`src/rtl/regarb_pkg.sv`:
```
// Shared widths, counts and dump FSM encodings for the register-file write arbiter.
package regarb_pkg;

   localparam int unsigned DATA_W_DEF = 32;
   localparam int unsigned ADDR_W_DEF = 5;
   localparam int unsigned NUM_REGS   = 32;
   localparam int unsigned CNT_W      = 16;

   typedef enum logic [1:0] {
      D_IDLE = 2'd0,
      D_SCAN = 2'd1,
      D_DONE = 2'd2
   } dump_state_t;

endpackage

```
`src/rtl/rr_arb2.sv`:
```
// Two-input round-robin grant with a one-bit pointer that moves only on a transfer.
module rr_arb2 (
   input  logic clk,
   input  logic rst,
   input  logic req_a,
   input  logic req_b,
   input  logic hold,
   output logic gnt_a,
   output logic gnt_b
);

   logic prio_b;

   // Grants are combinational; a grant always coincides with a transfer.
   always_comb begin
      gnt_a = 1'b0;
      gnt_b = 1'b0;
      if (!rst && !hold) begin
         if (req_a && (!req_b || !prio_b)) begin
            gnt_a = 1'b1;
         end else if (req_b) begin
            gnt_b = 1'b1;
         end
      end
   end

   always_ff @(posedge clk or posedge rst) begin
      if (rst) begin
         prio_b <= 1'b0;
      end else if (gnt_a) begin
         prio_b <= 1'b1;
      end else if (gnt_b) begin
         prio_b <= 1'b0;
      end
   end

endmodule

```
`src/rtl/regfile_write_arbiter.sv`:
```
// Arbitrates execute/load writebacks onto one register-file write port.
// Define REGARB_DUMP_EN to build the register snapshot (dump) FSM.
import regarb_pkg::*;

module regfile_write_arbiter #(
   parameter int unsigned DATA_W = DATA_W_DEF,
   parameter int unsigned ADDR_W = ADDR_W_DEF
) (
   input  logic              clk,
   input  logic              rst,
   input  logic              a_valid,
   output logic              a_ready,
   input  logic [ADDR_W-1:0] a_addr,
   input  logic [DATA_W-1:0] a_data,
   input  logic              b_valid,
   output logic              b_ready,
   input  logic [ADDR_W-1:0] b_addr,
   input  logic [DATA_W-1:0] b_data,
   output logic              rf_rw,
   output logic [ADDR_W-1:0] rf_addr3,
   output logic [DATA_W-1:0] rf_data3,
   input  logic              dump_start,
   output logic [ADDR_W-1:0] dump_addr,
   input  logic [DATA_W-1:0] dump_rdata,
   output logic              dump_valid,
   output logic [DATA_W-1:0] dump_data,
   output logic              dump_done,
   output logic [CNT_W-1:0]  conflict_cnt
);

   logic stall;

   rr_arb2 u_arb (
      .clk   (clk),
      .rst   (rst),
      .req_a (a_valid),
      .req_b (b_valid),
      .hold  (stall),
      .gnt_a (a_ready),
      .gnt_b (b_ready)
   );

   // Write port register; register 0 is read-only so its writes are dropped.
   always_ff @(posedge clk or posedge rst) begin
      if (rst) begin
         rf_rw    <= 1'b0;
         rf_addr3 <= '0;
         rf_data3 <= '0;
      end else begin
         rf_rw <= 1'b0;
         if (a_ready && (a_addr != '0)) begin
            rf_rw    <= 1'b1;
            rf_addr3 <= a_addr;
            rf_data3 <= a_data;
         end else if (b_ready && (b_addr != '0)) begin
            rf_rw    <= 1'b1;
            rf_addr3 <= b_addr;
            rf_data3 <= b_data;
         end
      end
   end

   always_ff @(posedge clk or posedge rst) begin
      if (rst) begin
         conflict_cnt <= '0;
      end else if (a_valid && b_valid && (conflict_cnt != {CNT_W{1'b1}})) begin
         conflict_cnt <= conflict_cnt + CNT_W'(1);
      end
   end

`ifdef REGARB_DUMP_EN
   dump_state_t dstate;

   always_ff @(posedge clk or posedge rst) begin
      if (rst) begin
         dstate     <= D_IDLE;
         dump_valid <= 1'b0;
         dump_done  <= 1'b0;
         dump_addr  <= '0;
      end else begin
         case (dstate)
            D_IDLE: begin
               dump_addr <= '0;
               dump_done <= 1'b0;
               if (dump_start) begin
                  dstate     <= D_SCAN;
                  dump_valid <= 1'b1;
               end
            end
            D_SCAN: begin
               if (dump_addr == ADDR_W'(NUM_REGS - 1)) begin
                  dstate     <= D_DONE;
                  dump_valid <= 1'b0;
                  dump_done  <= 1'b1;
               end else begin
                  dump_addr <= dump_addr + ADDR_W'(1);
               end
            end
            D_DONE: begin
               dstate    <= D_IDLE;
               dump_done <= 1'b0;
               dump_addr <= '0;
            end
            default: begin
               dstate     <= D_IDLE;
               dump_valid <= 1'b0;
               dump_done  <= 1'b0;
               dump_addr  <= '0;
            end
         endcase
      end
   end

   // Read data is gated straight through so each word lines up with dump_addr.
   assign dump_data = dump_valid ? dump_rdata : '0;
   assign stall     = (dstate != D_IDLE);
`else
   logic unused_dump;

   assign dump_addr   = '0;
   assign dump_valid  = 1'b0;
   assign dump_done   = 1'b0;
   assign dump_data   = '0;
   assign stall       = 1'b0;
   assign unused_dump = dump_start ^ (^dump_rdata);
`endif

endmodule

```
`config.mk`:
```
export PLATFORM = sky130hd
export DESIGN_NAME = regfile_write_arbiter
export DESIGN_NICKNAME = d
export VERILOG_FILES = /design/src/rtl/regarb_pkg.sv /design/src/rtl/rr_arb2.sv /design/src/rtl/regfile_write_arbiter.sv
export SDC_FILE = /design/constraint.sdc
export NUM_CORES = 1
export LEC_CHECK = 0
export ABC_AREA = 1
export CORE_MARGIN = 2
export CORE_UTILIZATION = 35
export DETAILED_ROUTE_END_ITERATION = 10
export GPL_TIMING_DRIVEN = 0
export PLACE_DENSITY = 0.85
export SLEW_MARGIN = 40
export SYNTH_ARGS = -nofsm -noshare
export SYNTH_HDL_FRONTEND = slang
export SYNTH_HIERARCHICAL = 1
export SYNTH_SLANG_ARGS = --single-unit
```
`constraint.sdc`:
```
create_clock -name clk -period 1.5 [get_ports clk]
set_clock_uncertainty 0.15 [all_clocks]
set_input_delay 0.15 -clock clk [delete_from_list [all_inputs] [get_ports clk]]
set_output_delay 0.15 -clock clk [all_outputs]
set_load 0.1 [all_outputs]
```
======== Word-level counts from Yosys, hierarchy flattened ========
Index checks and enable logic that the tools add are counted.
cells by class
  $add $sub $neg .......................... 1
  eq/ne operators ......................... 1
  mux-type cells .......................... 13
  reductions and logical operators ........ 12
operators by type and width
  kind                                                              count
  32-bit 2-to-1 mux                                                 2
  16-bit by 1-bit adder with 16-bit output (second input constant)  1
  16-bit inequality test (second input constant)                    1
  5-bit 2-to-1 mux                                                  2
  5-bit nonzero test                                                2
  1-bit 2-to-1 mux                                                  9
  1-bit logical AND                                                 5
  2-bit nonzero test                                                2
  1-bit logical NOT                                                 2
  1-bit logical OR                                                  1
storage, ports and cells
  register bits ........................... 55
  bits of input ports ..................... 111
  output and inout bits ................... 95
  word-level logic and storage cells ...... 32

======== Logic depth before layout (Yosys ltp) ========
  word-level depth ........................ 8
  gate-level depth with buffers ........... 9
  gate-level depth less buffers ........... 9

======== Cells and area by module ========
The synthesis kept the hierarchy.
modules (own cells, without submodules)
  module                 instances  cells each  area each (um^2)  sequential area each (um^2)
  regfile_write_arbiter  1          487         3500.9            1351.3
  rr_arb2                1          11          68.8              25.0

======== Worst setup path after synthesis ========
No wires, ideal clock.
  path type ............................... flip-flop to flip-flop
  start ................................... register u_arb.prio_b
  end ..................................... register rf_addr3[4]
  setup time .............................. 0.120 ns
  data arrival time ....................... 2.463 ns
  required time ........................... 1.230 ns
  setup slack ............................. -1.233 ns
  cell stages (with the launch flop) ...... 10
  clock period less this slack ............ 2.733 ns
  path through ............................ dfrtp_1 -> nand2_1 -> and2_1 -> nor2_1 -> o21ai_1 -> nand2_1 -> inv_2 -> buf_4 -> nand2_1 -> nand2_1
between the ends
  cells in the longest elaborated chain, start to end .. 7
  elaborated cells between the ends (all ways) .. 11
  classes of those cells .................. 5 x mux; 6 x reduce/logical
ends and longest elaborated chain
  item                          RTL line                     text
  start, declared               rr_arb2.sv:12                logic prio_b;
  start signal, assigned        rr_arb2.sv:29                prio_b <= 1'b0;
  start signal, assigned        rr_arb2.sv:31                prio_b <= 1'b1;
  start signal, assigned        rr_arb2.sv:33                prio_b <= 1'b0;
  1-bit logical NOT             rr_arb2.sv:19                if (req_a && (!req_b || !prio_b)) begin
  1-bit logical OR              rr_arb2.sv:19
  1-bit logical AND             rr_arb2.sv:19
  1-bit 2-to-1 mux              rr_arb2.sv:19
  1-bit 2-to-1 mux              rr_arb2.sv:18                if (!rst && !hold) begin
  named net b_ready             regfile_write_arbiter.sv:16  output logic b_ready,
  1-bit logical AND             regfile_write_arbiter.sv:55  end else if (b_ready && (b_addr != '0)) begin
  2-bit nonzero test (no line)  n/a
  end signal, assigned          regfile_write_arbiter.sv:53  rf_addr3 <= a_addr;
  end signal, assigned          regfile_write_arbiter.sv:57  rf_addr3 <= b_addr;
  end, declared                 regfile_write_arbiter.sv:20  output logic [ADDR_W-1:0] rf_addr3,
The timed path passes the listed nets, and every way through them passes these cells.
A chain may end at the register's enable or synchronous reset.

======== Worst setup path in the final report ========
  start ................................... input a_valid
  end ..................................... register rf_data3[22]
between the ends
  cells in the longest elaborated chain, start to end .. 5
  elaborated cells between the ends (all ways) .. 9
  classes of those cells .................. 5 x mux; 4 x reduce/logical
ends and longest elaborated chain
  item                                                     RTL line                                                  text
  start, declared                                          regfile_write_arbiter.sv:11                               input logic a_valid,
  1-bit logical AND (*)                                    rr_arb2.sv:19
  1-bit 2-to-1 mux                                         rr_arb2.sv:19
  1-bit 2-to-1 mux                                         rr_arb2.sv:18
  1-bit logical AND (on tied branches)                     regfile_write_arbiter.sv:51, regfile_write_arbiter.sv:55
  32-bit 2-to-1 mux or 2-bit nonzero test (tied branches)  n/a
  end signal, assigned                                     regfile_write_arbiter.sv:54                               rf_data3 <= a_data;
  end signal, assigned                                     regfile_write_arbiter.sv:58                               rf_data3 <= b_data;
  end, declared                                            regfile_write_arbiter.sv:21                               output logic [DATA_W-1:0] rf_data3,
Every way passes the cells marked *; elsewhere a longest branch is shown, timed or not.

==> impl_table.tex <==
\begin{tabular}{lr}
\hline
Metric & Value \\
\hline
\multicolumn{2}{l}{\textbf{Detailed routing}} \\
\quad Routed vias & 3,807 \\
\quad Detailed Routing Iterations Pass 1 & 7 \\
\quad Initial DRC count & 109 \\
\quad Average wire per standard cell & 13.08 um \\
\quad DRC errors left & 0 \\
\quad Remaining number of nets flagged by the antenna check after routing & 0 \\
\quad Final WL & 10.90 mm \\
\quad Via-per-instance ratio & 4.570 \\
\multicolumn{2}{l}{\textbf{Global route}} \\
\quad Global Route Usage Sum & 18.46\% \\
\quad Gr ovfl total & 0 \\
\quad Via count of the first global-routing pass & 3,649 \\
\quad Wire length of the first global-routing pass & 16.68 mm \\
\quad Initial antenna violation count & 0 \\
\quad Maximum number of pins on one net before global-route repair & 17 \\
\multicolumn{2}{l}{\textbf{Clock network}} \\
\quad Htree depth & 2 \\
\quad CTS Root Cell & clkbuf\_8 \\
\quad Number of buffers inserted during clock tree synthesis & 5 \\
\quad Buffer levels on the longest clock path & 2 \\
\quad Clock latency on the worst-skew pair & 0.31 ns \\
\quad Clk sinks & 55 \\
\quad Clock-pin slew on the worst setup and hold paths & 0.10 ns \\
\quad TritonCTS clock tree & done \\
\multicolumn{2}{l}{\textbf{Yosys}} \\
\quad Combinational family with the most area after synthesis & simple AND/OR/NAND/NOR gates \\
\quad Post-Syn Area & 0.003570 mm\^{}2 \\
\quad Post-synthesis average cell area & 7.168 um\^{}2 \\
\quad Count leader, synth & nand2\_1 \\
\quad Top cell type by total area after synthesis & dfrtp\_1 \\
\quad Count of yosys warnings during synthesis & 6 \\
\quad Number of enable flip-flop cells after synthesis & 0 \\
\quad Fraction of synthesized area in multiplexers & 0\% \\
\quad Synth top area share & 38.56\% \\
\quad Synthesized-area fraction occupied by ao, oa, aoi and oai cells & 1.016\% \\
\quad Synthesis-stage register bit count & 55 \\
\quad Number of distinct standard cells referenced by the synthesized netlist & 25 \\
\quad Sequential share of the synthesized area & 38.56\% \\
\quad Post-synthesis simple-gate area fraction & 40.10\% \\
\quad Asr flop ratio synth & 100.0\% \\
\quad Post-Syn Instances & 498 \\
\quad Most common flop cell mapped by yosys & dfrtp\_1 \\
\quad Top cells by area in the synthesized netlist & dfrtp\_1 39\%, nand2\_1 19\%, buf\_4 9.7\% \\
\quad Ranking of synthesized cells by instance count & 182 x nand2\_1, 62 x inv\_1, 55 x dfrtp\_1, 51 x nand3\_1, 46 x buf\_4 \\
\quad Fraction of synthesized cell area in xor and xnor cells & 1.227\% \\
\quad Fraction of the mapped netlist area in adder cells & 0.3505\% \\
\multicolumn{2}{l}{\textbf{STA}} \\
\quad RSZ-0062 raised after global routing & yes \\
\quad Worst rel slew slack & 64.85\% \\
\quad Max Freq & 0.6143 GHz \\
\quad Endpoints failing setup & 50 \\
\quad Max-slew violation total from the final report & 0 \\
\quad Final setup margin & -0.1279 ns \\
\quad Minimum hold slack & 0.1651 ns \\
\quad Share of the clock period used by the worst path after layout & 108.5\% \\
\quad Setup TNS Final & -3.963 ns \\
\quad Final period demand of the worst path & 1.628 ns \\
\quad Number of failing hold endpoints at the final stage & 0 \\
\quad Slew at the pin closest to its max-slew limit & 0.5309 ns \\
\multicolumn{2}{l}{\textbf{Placement}} \\
\quad Buffers added on ports & 133 \\
\quad Global placement routability congestion & 0.8756 \\
\quad HPWL after detailed placement & 8.170 mm \\
\multicolumn{2}{l}{\textbf{Floorplanning}} \\
\quad Total I/O pin count & 206 \\
\quad Horiz. Die Dim & 105.0 um \\
\quad Y dimension of the die & 105.0 um \\
\quad Effective utilization at floorplan & 36.35\% \\
\quad Core area & 0.009819 mm\^{}2 \\
\quad Area of the die & 0.01102 mm\^{}2 \\
\quad Row Count & 36 \\
\multicolumn{2}{l}{\textbf{Power and ir drop}} \\
\quad Combinational group share of total power & 57.9\% \\
\quad Fraction of power consumed by the clock network & 14.2\% \\
\quad Flop pwr share & 27.8\% \\
\quad Net switching power & 4085 uW \\
\quad Maximum VDD drop & 0.0007971 V \\
\quad Power Internal & 3232 uW \\
\quad Switching part of the total power & 55.83\% \\
\quad Leakage Power & 0.003032 uW \\
\quad PD cells & 1251 mW/mm\^{}2 \\
\multicolumn{2}{l}{\textbf{Final layout}} \\
\quad N\_diodes & 0 \\
\quad Total number of nets in the final design & 811 \\
\quad Proportion of layout cells with a drive suffix above 1 & 35.00\% \\
\quad Layout Area Growth over Synthesis & 63.90\% \\
\multicolumn{2}{l}{\textbf{Critical path}} \\
\quad Critical Path End Type & flip-flop \\
\quad Number of buffers and inverters on the critical path & 3 \\
\quad Launching point of the worst reg2reg path & u\_arb/prio\_b \\
\quad Largest delay share family, worst path & buffers and inverters \\
\quad Crit path max fanout & 7 \\
\quad Startpoint type of the worst setup path & input pin \\
\quad Critical path cell sequence & clkdlybuf4s50\_1 -> and2\_4 -> nor2\_4 -> o21ai\_2 -> nand2\_4 -> buf\_12 -> clkbuf\_16 -> nand3\_2 -> nand2\_1 \\
\quad Worst Setup Path Type & in2reg \\
\quad Launch point of the critical path & a\_valid \\
\quad Crit path arrival time & 1.73 ns \\
\quad Worst reg2reg setup slack & -0.11 ns \\
\quad Cell with the largest stage delay on the worst path & clkdlybuf4s50\_1 \\
\quad Crit-path max cell delay & 0.54 ns \\
\quad Endpoint required time on the critical path & 1.60 ns \\
\multicolumn{2}{l}{\textbf{Run status}} \\
\quad Violated checks & negative setup slack \\
\quad Outcome & complete, but fails checks \\
\multicolumn{2}{l}{\textbf{Hold path}} \\
\quad Launch point of the worst hold path & rst \\
\quad Hold crit path type & in2reg \\
\multicolumn{2}{l}{\textbf{Run}} \\
\quad Max Cap Viol & 0 \\
\hline
\end{tabular}
path summary, 6_finish.rpt:
check | end | cells after the start
min reg2reg | rf_data3[25] | 2
min | u_arb/prio_b | 4
max reg2reg | rf_data3[22] | 9
min in group asynchronous | u_arb/prio_b | 3
max | rf_data3[22] | 9
max in group asynchronous | conflict_cnt[14] | 5
logic make-up after synthesis:
kind of cell               Yosys count
and+or+nand+nor                    308
buffers and inverters              123
DFF                                 55
AOI/OAI and AO/OA                    5
xor gates and xnor gates             5
adders and majority gates            1
other                                1
through the flow:
stage | setup WS [ns] | util (%) | power (uW) | area [um^2] | std cells
6_report | -0.1279 | 59.58 | 7316 | 5851 | 833
5_1_grt | -0.1698 | 59.58 | 7584 | 5851 | 833
4_1_cts | -0.07502 | 55.47 | 7203 | 5446 | 823
3_5_place_dp | -0.5079 | 52.65 | 6061 | 5170 | 806
3_3_place_gp | -1.022 | 54.66 | 6277 | 5368 | 803
2_1_floorplan | -0.3917 | - | 5296 | 3870 | 537
timing repair:
action,in CTS,in global routing
pin swaps,0,37
gates cloned,1,2
endpoints found under the hold margin,13,0
hold buffers,1,0
setup endpoints to repair,51,60
buffers inserted,7,8
resized for setup,31,73
worst min-delay path: cells and delay by family:
family / cells / cell delay [ns]
buffers and inverters: 1 / 0.23
and+or+nand+nor: 3 / 0.21
placed cells by master (no fill, tap or decap), types with 4 or more instances in the layout:
| cell | n |
|---|---|
| clkdlybuf4s50_1 | 75 |
| inv_1 | 58 |
| conb_1 | 40 |
| buf_4 | 54 |
| dfrtp_1 | 39 |
| nor2_2 | 6 |
| nand3b_1 | 37 |
| nor2_1 | 8 |
| dfrtp_2 | 16 |
| nand3_2 | 29 |
| buf_8 | 8 |
| nor2_4 | 9 |
| o21ai_2 | 4 |
| clkbuf_8 | 6 |
| nand2_1 | 163 |
| buf_2 | 48 |
| nand3_1 | 20 |
| clkbuf_4 | 7 |
| nand4_1 | 6 |
| buf_6 | 12 |
| nand2_2 | 20 |
registers in the layout (all words and copies together) (netlist names):
name,flops
rf_data3,32
rf_rw,1
u_arb/prio_b,1
conflict_cnt,16
rf_addr3,5
area by class of cell:
cell class	count	area, um^2
clock inverters	2	35.03
clock buffers	6	82.58
well taps	133	166.4
flip-flops and latches	55	1396
repair buffers	155	1375
plain buffers	59	529.3
inverters	64	250.2
multi-input cells	359	2016
fillers	879	3969
power groups by stage:
stage / registers (uW) / logic (uW) / clock network, uW
final: 2040 / 4240 / 1040
after global routing: 2070 / 4400 / 1120
after CTS: 2030 / 4110 / 1070
after detailed placement: 2060 / 4000 / 0
after global placement: 2070 / 4210 / 0
after floorplan: 4190 / 1110 / 0
per-layer routing:
| metal | global-route usage (%) | up-vias | wire length (um) |
|---|---|---|---|
| met2 | 33.02 | 164 | 5691 |
| met5 | 0 | - | 0 |
| li1 | - | 1853 | - |
| met1 | 21.36 | 1781 | 4253 |
| met3 | 4.866 | 9 | 856 |
| met4 | 5.905 | 0 | 95 |
No activity file was read; power rests on OpenSTA's default activity.
